[src/rtl/mem_arbiter_rr.sv]
// Round-robin arbiter: NUM_PORTS requesters share one single-ported memory.
// Define MEM_ARB_TIMEOUT_EN to abort stalled accesses and pulse port_err.
module mem_arbiter_rr #(
    parameter int NUM_PORTS      = 9,
    parameter int ADDR_WIDTH     = 16,
    parameter int DATA_WIDTH     = 32,
    parameter int TIMEOUT_CYCLES = 255
) (
    input  logic                             clk,
    input  logic                             rst_n,
    input  logic [NUM_PORTS-1:0]             port_req,
    input  logic [NUM_PORTS-1:0]             port_we,
    input  logic [NUM_PORTS*ADDR_WIDTH-1:0]  port_addr,
    input  logic [NUM_PORTS*DATA_WIDTH-1:0]  port_wdata,
    output logic [NUM_PORTS-1:0]             port_ack,
    output logic [DATA_WIDTH-1:0]            port_rdata,
    output logic [NUM_PORTS-1:0]             port_err,
    output logic                             mem_sel,
    output logic                             mem_w,
    output logic [ADDR_WIDTH-1:0]            mem_addr,
    output logic [DATA_WIDTH-1:0]            mem_wdata,
    input  logic [DATA_WIDTH-1:0]            mem_rdata,
    input  logic                             mem_ready
);

    localparam int PW = $clog2(NUM_PORTS);

    typedef enum logic [1:0] {
        IDLE,
        ACCESS,
        DONE
    } state_t;

    if (NUM_PORTS < 2 || TIMEOUT_CYCLES < 1) begin : g_param_check
        $error("mem_arbiter_rr: bad NUM_PORTS or TIMEOUT_CYCLES");
    end

    state_t          state;
    logic [PW-1:0]   rr_ptr;
    logic [PW-1:0]   gnt;
    logic [PW-1:0]   sel;
    logic            hit;

    logic [ADDR_WIDTH-1:0] addr_a  [NUM_PORTS];
    logic [DATA_WIDTH-1:0] wdata_a [NUM_PORTS];

    for (genvar i = 0; i < NUM_PORTS; i++) begin : g_unpack
        assign addr_a[i]  = port_addr[i*ADDR_WIDTH +: ADDR_WIDTH];
        assign wdata_a[i] = port_wdata[i*DATA_WIDTH +: DATA_WIDTH];
    end

    // First requester at or after rr_ptr, wrapping modulo NUM_PORTS
    always_comb begin
        int            idx;
        logic [PW-1:0] cand;
        hit  = 1'b0;
        sel  = '0;
        idx  = 0;
        cand = '0;
        for (int k = 0; k < NUM_PORTS; k++) begin
            idx = int'(rr_ptr) + k;
            if (idx >= NUM_PORTS) idx = idx - NUM_PORTS;
            cand = PW'(idx);
            if (!hit && port_req[cand]) begin
                hit = 1'b1;
                sel = cand;
            end
        end
    end

`ifdef MEM_ARB_TIMEOUT_EN
    localparam int CW = $clog2(TIMEOUT_CYCLES + 1);
    logic [CW-1:0] wait_cnt;
`else
    assign port_err = '0;
`endif

    always_ff @(posedge clk or negedge rst_n) begin
        if (!rst_n) begin
            state      <= IDLE;
            rr_ptr     <= '0;
            gnt        <= '0;
            port_ack   <= '0;
            port_rdata <= '0;
            mem_sel    <= 1'b0;
            mem_w      <= 1'b0;
            mem_addr   <= '0;
            mem_wdata  <= '0;
`ifdef MEM_ARB_TIMEOUT_EN
            port_err   <= '0;
            wait_cnt   <= '0;
`endif
        end else begin
            port_ack <= '0;
`ifdef MEM_ARB_TIMEOUT_EN
            port_err <= '0;
`endif
            unique case (state)
                IDLE: begin
                    if (hit) begin
                        gnt       <= sel;
                        mem_sel   <= 1'b1;
                        mem_w     <= port_we[sel];
                        mem_addr  <= addr_a[sel];
                        mem_wdata <= wdata_a[sel];
`ifdef MEM_ARB_TIMEOUT_EN
                        wait_cnt  <= '0;
`endif
                        state     <= ACCESS;
                    end
                end
                ACCESS: begin
                    if (mem_ready) begin
                        if (!mem_w) port_rdata <= mem_rdata;
                        mem_sel       <= 1'b0;
                        mem_w         <= 1'b0;
                        port_ack[gnt] <= 1'b1;
                        state         <= DONE;
                    end
`ifdef MEM_ARB_TIMEOUT_EN
                    else if (wait_cnt == CW'(TIMEOUT_CYCLES - 1)) begin
                        mem_sel       <= 1'b0;
                        mem_w         <= 1'b0;
                        port_err[gnt] <= 1'b1;
                        state         <= DONE;
                    end else begin
                        wait_cnt <= wait_cnt + CW'(1);
                    end
`endif
                end
                DONE: begin
                    if (gnt == PW'(NUM_PORTS - 1)) rr_ptr <= '0;
                    else rr_ptr <= gnt + PW'(1);
                    mem_addr  <= '0;
                    mem_wdata <= '0;
                    state     <= IDLE;
                end
                default: state <= IDLE;
            endcase
        end
    end

endmodule
[config.mk]
export PLATFORM = sky130hd
export DESIGN_NAME = mem_arbiter_rr
export DESIGN_NICKNAME = d
export VERILOG_FILES = /design/src/rtl/mem_arbiter_rr.sv
export SDC_FILE = /design/constraint.sdc
export NUM_CORES = 1
export LEC_CHECK = 0
export ABC_AREA = 1
export ABC_CLOCK_PERIOD_IN_PS = 5300
export CAP_MARGIN = 20
export CELL_PAD_IN_SITES_DETAIL_PLACEMENT = 2
export CELL_PAD_IN_SITES_GLOBAL_PLACEMENT = 2
export CORE_ASPECT_RATIO = 0.6
export CORE_MARGIN = 3
export CORE_UTILIZATION = 20
export DETAILED_ROUTE_END_ITERATION = 10
export MAX_ROUTING_LAYER = met4
export PLACE_DENSITY_LB_ADDON = 0.05
export SLEW_MARGIN = 20
export SYNTH_ARGS = -nofsm -noshare
export SYNTH_HDL_FRONTEND = slang
export SYNTH_SLANG_ARGS = --single-unit
[constraint.sdc]
create_clock -name clk -period 5.3 [get_ports clk]
set_clock_uncertainty 0.1 [all_clocks]
set_input_delay 1.06 -clock clk [delete_from_list [all_inputs] [get_ports clk]]
set_output_delay 1.06 -clock clk [all_outputs]
set_load 0.02 [all_outputs]
==> results of run 1 <==
-- metal layers --
metal	share of wire (%)	GRT usage, %	routed length, µm	vias to the layer above
met1	47	32.84	37550	7865
li1	-	-	-	7577
met5	0	-	0	-
met4	1.6	5.054	1251	0
met2	45	38.62	35900	367
met3	5.6	5.974	4465	67
-- state kept, by name, indices dropped and copies added (netlist names) --
signal,cells
gnt,4
mem_sel,1
rr_ptr,4
mem_wdata,32
port_rdata,32
mem_w,1
state,2
mem_addr,16
port_ack,9
-- cells by family (layout without fill, tap and decap cells) --
family	after synthesis	count (layout)	share of synthesized area, %
and+or+nand+nor	1318	1318	52.37
muxes	32	32	3.032
xor gates and xnor gates	11	11	1.032
other	1	35	0.03156
AOI/OAI and AO/OA	84	84	4.359
buffers and inverters	435	965	15.17
DFF	101	101	21.27
adders and majority gates	26	26	2.737
-- critical path, stage by stage, from the launching register on --
cell	delay (ns)
dfrtp_1	0.40
clkinvlp_4	0.22
ha_1	0.30
ha_1	0.28
inv_1	0.07
nor3_1	0.19
nor2_1	0.07
o21ai_1	0.22
or2_2	0.22
nand2_1	0.25
o211ai_1	0.42
nand3_1	0.15
nand3_1	0.13
nand2_1	0.13
nor2_2	0.17
buf_4	0.15
nand3_1	0.07
nand2_1	0.17
nand2_8	0.14
nand2_8	0.18
buf_4	0.28
nand2_1	0.09
nand3_1	0.09
nand3_1	0.15
nand3_1	0.13
nand2_1	0.05
-- per-stage QoR --
step | utilization, % | instance area (µm²) | cells | hold slack, ns
after floorplan | - | 11910 | 2016 | 0.4090
after global placement | 32.53 | 18900 | 3295 | 0.3709
after detailed placement | 32.53 | 18900 | 3295 | 0.3962
after CTS | 33.05 | 19200 | 3311 | 0.4158
after global routing | 33.33 | 19370 | 3342 | 0.4342
final | 33.33 | 19370 | 3342 | 0.4131
-- cell type report --
type | count | area share (%)
multi-input combinational | 1480 | 39.63
timing repair buffer | 653 | 34.68
sequential | 101 | 13.06
inverter | 296 | 5.756
tap | 770 | 4.974
clock buffer | 9 | 1.163
clock inverter | 7 | 0.4005
antenna | 26 | 0.3359
-- worst paths after layout --
check / start / to / slack, ns / cells past startpoint
setup reg to reg: rr_ptr[1] / mem_wdata[20] / 0.37 / 25
hold reg to reg: port_rdata[19] / port_rdata[19] / 0.41 / 1
min in group asynchronous: rst_n / port_rdata[16] / 0.58 / 2
setup / recovery: rr_ptr[1] / mem_wdata[20] / 0.37 / 25
max in group asynchronous: rst_n / mem_wdata[5] / 3.88 / 2
hold / removal: port_rdata[19] / port_rdata[19] / 0.41 / 1
-- cell usage after synthesis (2+ instances only) --
cell,instances
buf_4,20
ha_1,26
nand3_1,489
xor2_1,6
or2_2,3
o211ai_1,15
dfrtp_1,101
nand2_1,602
a21oi_1,12
xnor2_1,3
mux2_2,32
o21ai_1,19
o21ai_0,20
nor2_2,4
nand2_4,6
buf_1,8
inv_1,259
nor3_1,12
nor2_1,30
clkbuf_1,40
nor2_4,2
inv_2,22
nand2_2,8
nand4_1,55
nand3b_1,100
o21ai_2,3
o22ai_1,6
buf_2,70
clkinv_1,15
-- what timing repair did --
action,CTS,global route
resized for setup,0,11
buffers inserted,0,3
setup endpoints to repair,0,21
hold endpoints to repair,0,0
-- placed cells by master (no fill, tap or decap), types with 5 or more instances in the layout --
cell type and n:
a21oi_1 11, buf_12 25, buf_4 48, clkbuf_16 11
clkdlybuf4s50_1 574, clkinv_1 15, conb_1 9, dfrtp_1 100
diode_2 26, ha_1 26, inv_1 258, inv_2 22
mux2_2 32, nand2_1 601, nand2_2 9, nand3_1 487
nand3b_1 100, nand4_1 55, nor2_1 28, nor2_4 5
nor3_1 12, o211ai_1 15, o21ai_0 20, o21ai_1 16
o21ai_2 6, o22ai_1 6, xor2_1 6
==> impl_results.md, run 1 <==
- Worst slew pin tran: 0.8687 ns
- Max-slew headroom: 41.48%
- CTS Hold Bufs: 0
- Gpl congestion: 0.9138
- Main synth FF type: dfrtp_1
- PnR worst setup slack: 0.3747 ns
- Via total after detailed routing: 15876
- Synth top area share: 21.27%
- Critical Path Fanout Max: 20
- # fillers: 6906
- # rows: 68
- Initial antenna violation count: 26
- Initial core utilization: 20.45%
- Ys async rst share: 100.0%
- Nets: 3052
- Reg clk slew, reported paths: 0.10 ns
- Peak Freq: 0.2030 GHz
- CP startpoint kind: flip-flop
- Mean Syn Cell Area: 5.918 µm²
- WP data arrival: 5.11 ns
- Hold WC Path Type: reg -> reg
- FF/Latch Area: 2529 µm²
- Synthesis-to-finish area growth: 62.98%
- Multi-input gate area: 7676 µm²
- Layout cell share with drive strength beyond 1: 7.659%
- IO Count: 585
- DIE AREA: 62480 µm²
- Pre-antenna DRT Iters: 5
- Synth Register Bits: 101
- First-pass GRT wire length: 114000 µm
- HPWL after detailed placement: 62750 µm
- Pre-CTS setup slack: 0.3013 ns
- Clock root buffer: clkbuf_16
- Cell count after synthesis: 2008
- Vias in the first global route: 16720
- Chip Width: 320.7 µm
- Post-synthesis sequential area ratio: 21.27%
- Hold Violations, Final: 0
- Longest Clk Path Bufs: 2
- Die Y: 194.8 µm
- Yosys warns: 0
- Remaining DRCs: 0
- Via-to-Cell Ratio: 4.750
- Setup violations, final: 0
- Status: complete, no violations
- Largest net degree at the start of global routing: 102
- Htree depth: 3
- Final setup TNS: 0 ns
- Synthesized cell area: 11880 µm²
- Post-layout min period: 4.925 ns
- Cell taking the most area after synthesis: dfrtp_1
- Port Buffers: 575
- Initial drt markers: 662
- Gr usage total: 24.87%
- Max Cap Violations: 0
- RSZ-0062 raised after global routing: no
- Ranking of synthesized cells by area: dfrtp_1 21%, nand3_1 21%, nand2_1 19%, inv_1 8.2%, nand3b_1 6.3%
- Setup Crit Path Kind: reg -> reg
- CTS tree: yes
- Final ANT Viol Nets: 0
- Post-synth EDFFs: 0
- Grt total ovfl: 0
- Distinct cells, synth: 49
- Num CTS Buffers: 9
- Critical Path End Type: flip-flop
- Post-Route WL: 79170 µm
- CP Data Required Time: 5.48 ns
- Final period utilization: 92.93%
- CTS Sinks: 101
- Clk Latency, worst-skew pair: 0.39 ns
- Max-slew violations: 0
- Avg WL per Cell: 23.69 µm
- Core area: 58110 µm²
Power of run 1 is left out: the tool's default activity adds up to more than one toggle a clock period on the data nets, which glitch-free logic cannot reach.
==> inputs of run 2 (changes only) <==
--- a/config.mk
+++ b/config.mk
@@ -20,3 +20,4 @@
 export SYNTH_ARGS = -nofsm -noshare
 export SYNTH_HDL_FRONTEND = slang
 export SYNTH_SLANG_ARGS = --single-unit
+export TNS_END_PERCENT = 1
==> impl_results.md, run 2 (synthesis results as in run 1) <==
- R2R setup slack: 0.30 ns (-0.08 ns)
- Hold Crit Depth: 1 (unchanged)
- Critical Path Fanout Max: 77 (+290%)
- Final ANT Viol Nets: 0 (unchanged)
- Critical Path End Type: flip-flop
- Nets: 3048 (-0.13%)
- Worst reg2reg path depth: 24 (-4.0%)
- First-pass GRT wire length: 114000 µm (unchanged)
- CP startpoint kind: flip-flop
- Via total after detailed routing: 15875 (-0.0063%)
- Clock root buffer: clkbuf_16
- Setup Crit Path Kind: reg -> reg
- WP data arrival: 5.18 ns (+0.07 ns)
- Layout cell share with drive strength beyond 1: 7.671% (+0.012 points)
- Worst slew pin tran: 0.8769 ns (+0.008173 ns)
- Gr usage total: 24.87% (unchanged)
- Hold Violations, Final: 0 (unchanged)
- Htree depth: 3 (unchanged)
- Max-slew headroom: 40.93% (-0.55 points)
- Peak Freq: 0.1998 GHz (-1.6%)
- Avg WL per Cell: 23.55 µm (-0.61%)
- Initial core utilization: 20.45% (unchanged)
- Most common cell after layout, fill and taps aside: nand2_1
- CP Data Required Time: 5.48 ns (about the same)
- Clk Latency, worst-skew pair: 0.39 ns (about the same)
- Post-layout min period: 5.004 ns (+0.07904 ns)
- Largest regs: mem_wdata (32), port_rdata (32), mem_addr (16)
- IO Count: 585 (unchanged)
- Via-to-Cell Ratio: 4.756 (+0.11%)
- Max Cap Violations: 0 (unchanged)
- Slowest cell on crit path: ha_1
- Initial antenna violation count: 26 (unchanged)
- # rows: 68 (unchanged)
- Pre-antenna DRT Iters: 5 (unchanged)
- Slowest stage delay, CP: 0.44 ns (+0.02 ns)
- DIE AREA: 62480 µm² (unchanged)
- Grt total ovfl: 0 (unchanged)
- Chip Width: 320.7 µm (unchanged)
- CTS tree: yes
- Vias in the first global route: 16720 (unchanged)
- Status: complete, no violations
- Most frequent cells in the layout: 599 x nand2_1, 574 x clkdlybuf4s50_1, 487 x nand3_1
- Port Buffers: 575 (unchanged)
- Critical path's most frequent cell: nand3_1
- Die Y: 194.8 µm (unchanged)
- Setup violations, final: 0 (unchanged)
- Num CTS Buffers: 9 (unchanged)
- Capturing point of the worst reg2reg path: mem_wdata[20]
- Initial drt markers: 683 (+3.2%)
- Worst reg2reg startpoint: rr_ptr[1]
- Cell Chain, Critical Path: clkinvlp_4 > ha_1 > nor2_2 > nand3_1 > nand2_2 > nand2_4 > o21ai_1 > inv_1 > nand4_1 > nand3_2 > nor2_4 > nand4_2 > nor2_4 > nand3_4 > nand2_1 > inv_2 > nand2_8 > buf_16 > buf_12 > nand3_1 > nand3_1 > nand3_1 > nand3_1 > nand2_1
- Sink of the worst hold path: port_rdata[19]
- Synthesis-to-finish area growth: 62.70%
- Largest net degree at the start of global routing: 102 (unchanged)
- Max-slew violations: 0 (unchanged)
- RSZ-0062 raised after global routing: no
- Final setup TNS: 0 ns (unchanged)
- Core area: 58110 µm² (unchanged)
- Final period utilization: 94.42% (+1.5 points)
- CTS Hold Bufs: 0 (unchanged)
- Remaining DRCs: 0 (unchanged)
- HPWL after detailed placement: 62750 µm (unchanged)
- Reg clk slew, reported paths: 0.10 ns (about the same)
- Gpl congestion: 0.9138 (unchanged)
- CTS Sinks: 101 (unchanged)
- Hold WC Path Type: reg -> reg
- Longest Clk Path Bufs: 2 (unchanged)
- HP Start: port_rdata[19]
- Post-Route WL: 78590 µm (-0.73%)
==> run 2: what timing repair did <==
action / 4_1_cts / 5_1_grt
buffers inserted: 0 / 0
resized for setup: 0 / 13
setup endpoints to repair: 0 / 21
==> run 2: per-layer routing <==
layer	wire, µm	track usage [%]
met5	0	-
met1	37000	32.84
met2	35750	38.62
met3	4609	5.974
met4	1234	5.054
==> run 2: cell type report <==
class	count	area, µm²
well taps	770	963.4
inverters	296	1115
clock inverters	7	77.57
multi-input cells	1480	7699
fillers	6908	38780
repair buffers	649	6663
diodes	26	65.06
flip-flops and latches	101	2527
clock buffers	9	225.2
==> run 2: worst max-delay path by stage <==
stage               endpoint  slack (ns)  startpoint  cells after the start
5_1_grt        mem_wdata[20]       0.008   rr_ptr[1]                     24
2_1_floorplan          mem_w        1.37   rr_ptr[1]                     26
6_report       mem_wdata[20]        0.30   rr_ptr[1]                     24
3_5_place_dp   mem_wdata[20]        0.30   rr_ptr[1]                     26
3_3_place_gp   mem_wdata[20]        0.41   rr_ptr[1]                     24
4_1_cts        mem_wdata[20]        0.27   rr_ptr[1]                     26
==> run 2: through the flow <==
step | std cells | util (%) | setup slack, ns | hold slack (ns) | cell area (µm²)
after floorplan | 2016 | - | 1.374 | 0.4090 | 11910
after global placement | 3295 | 32.53 | 0.4076 | 0.3709 | 18900
after detailed placement | 3295 | 32.53 | 0.3013 | 0.3962 | 18900
after CTS | 3311 | 33.05 | 0.2728 | 0.4158 | 19200
after global routing | 3338 | 33.27 | 0.007651 | 0.4342 | 19330
final | 3338 | 33.27 | 0.2957 | 0.4132 | 19330
==> run 2: critical path: cells and delay by family, from the launching register on <==
| kind | cells | cell delay, ns |
|---|---|---|
| buffers and inverters | 5 | 0.99 |
| adder cells (fa/ha/maj) | 1 | 0.44 |
| AND/OR/NAND/NOR | 17 | 2.50 |
| AO/OA/AOI/OAI | 1 | 0.37 |
| flip-flops | 1 | 0.40 |
Power of run 2 is left out for the same reason.
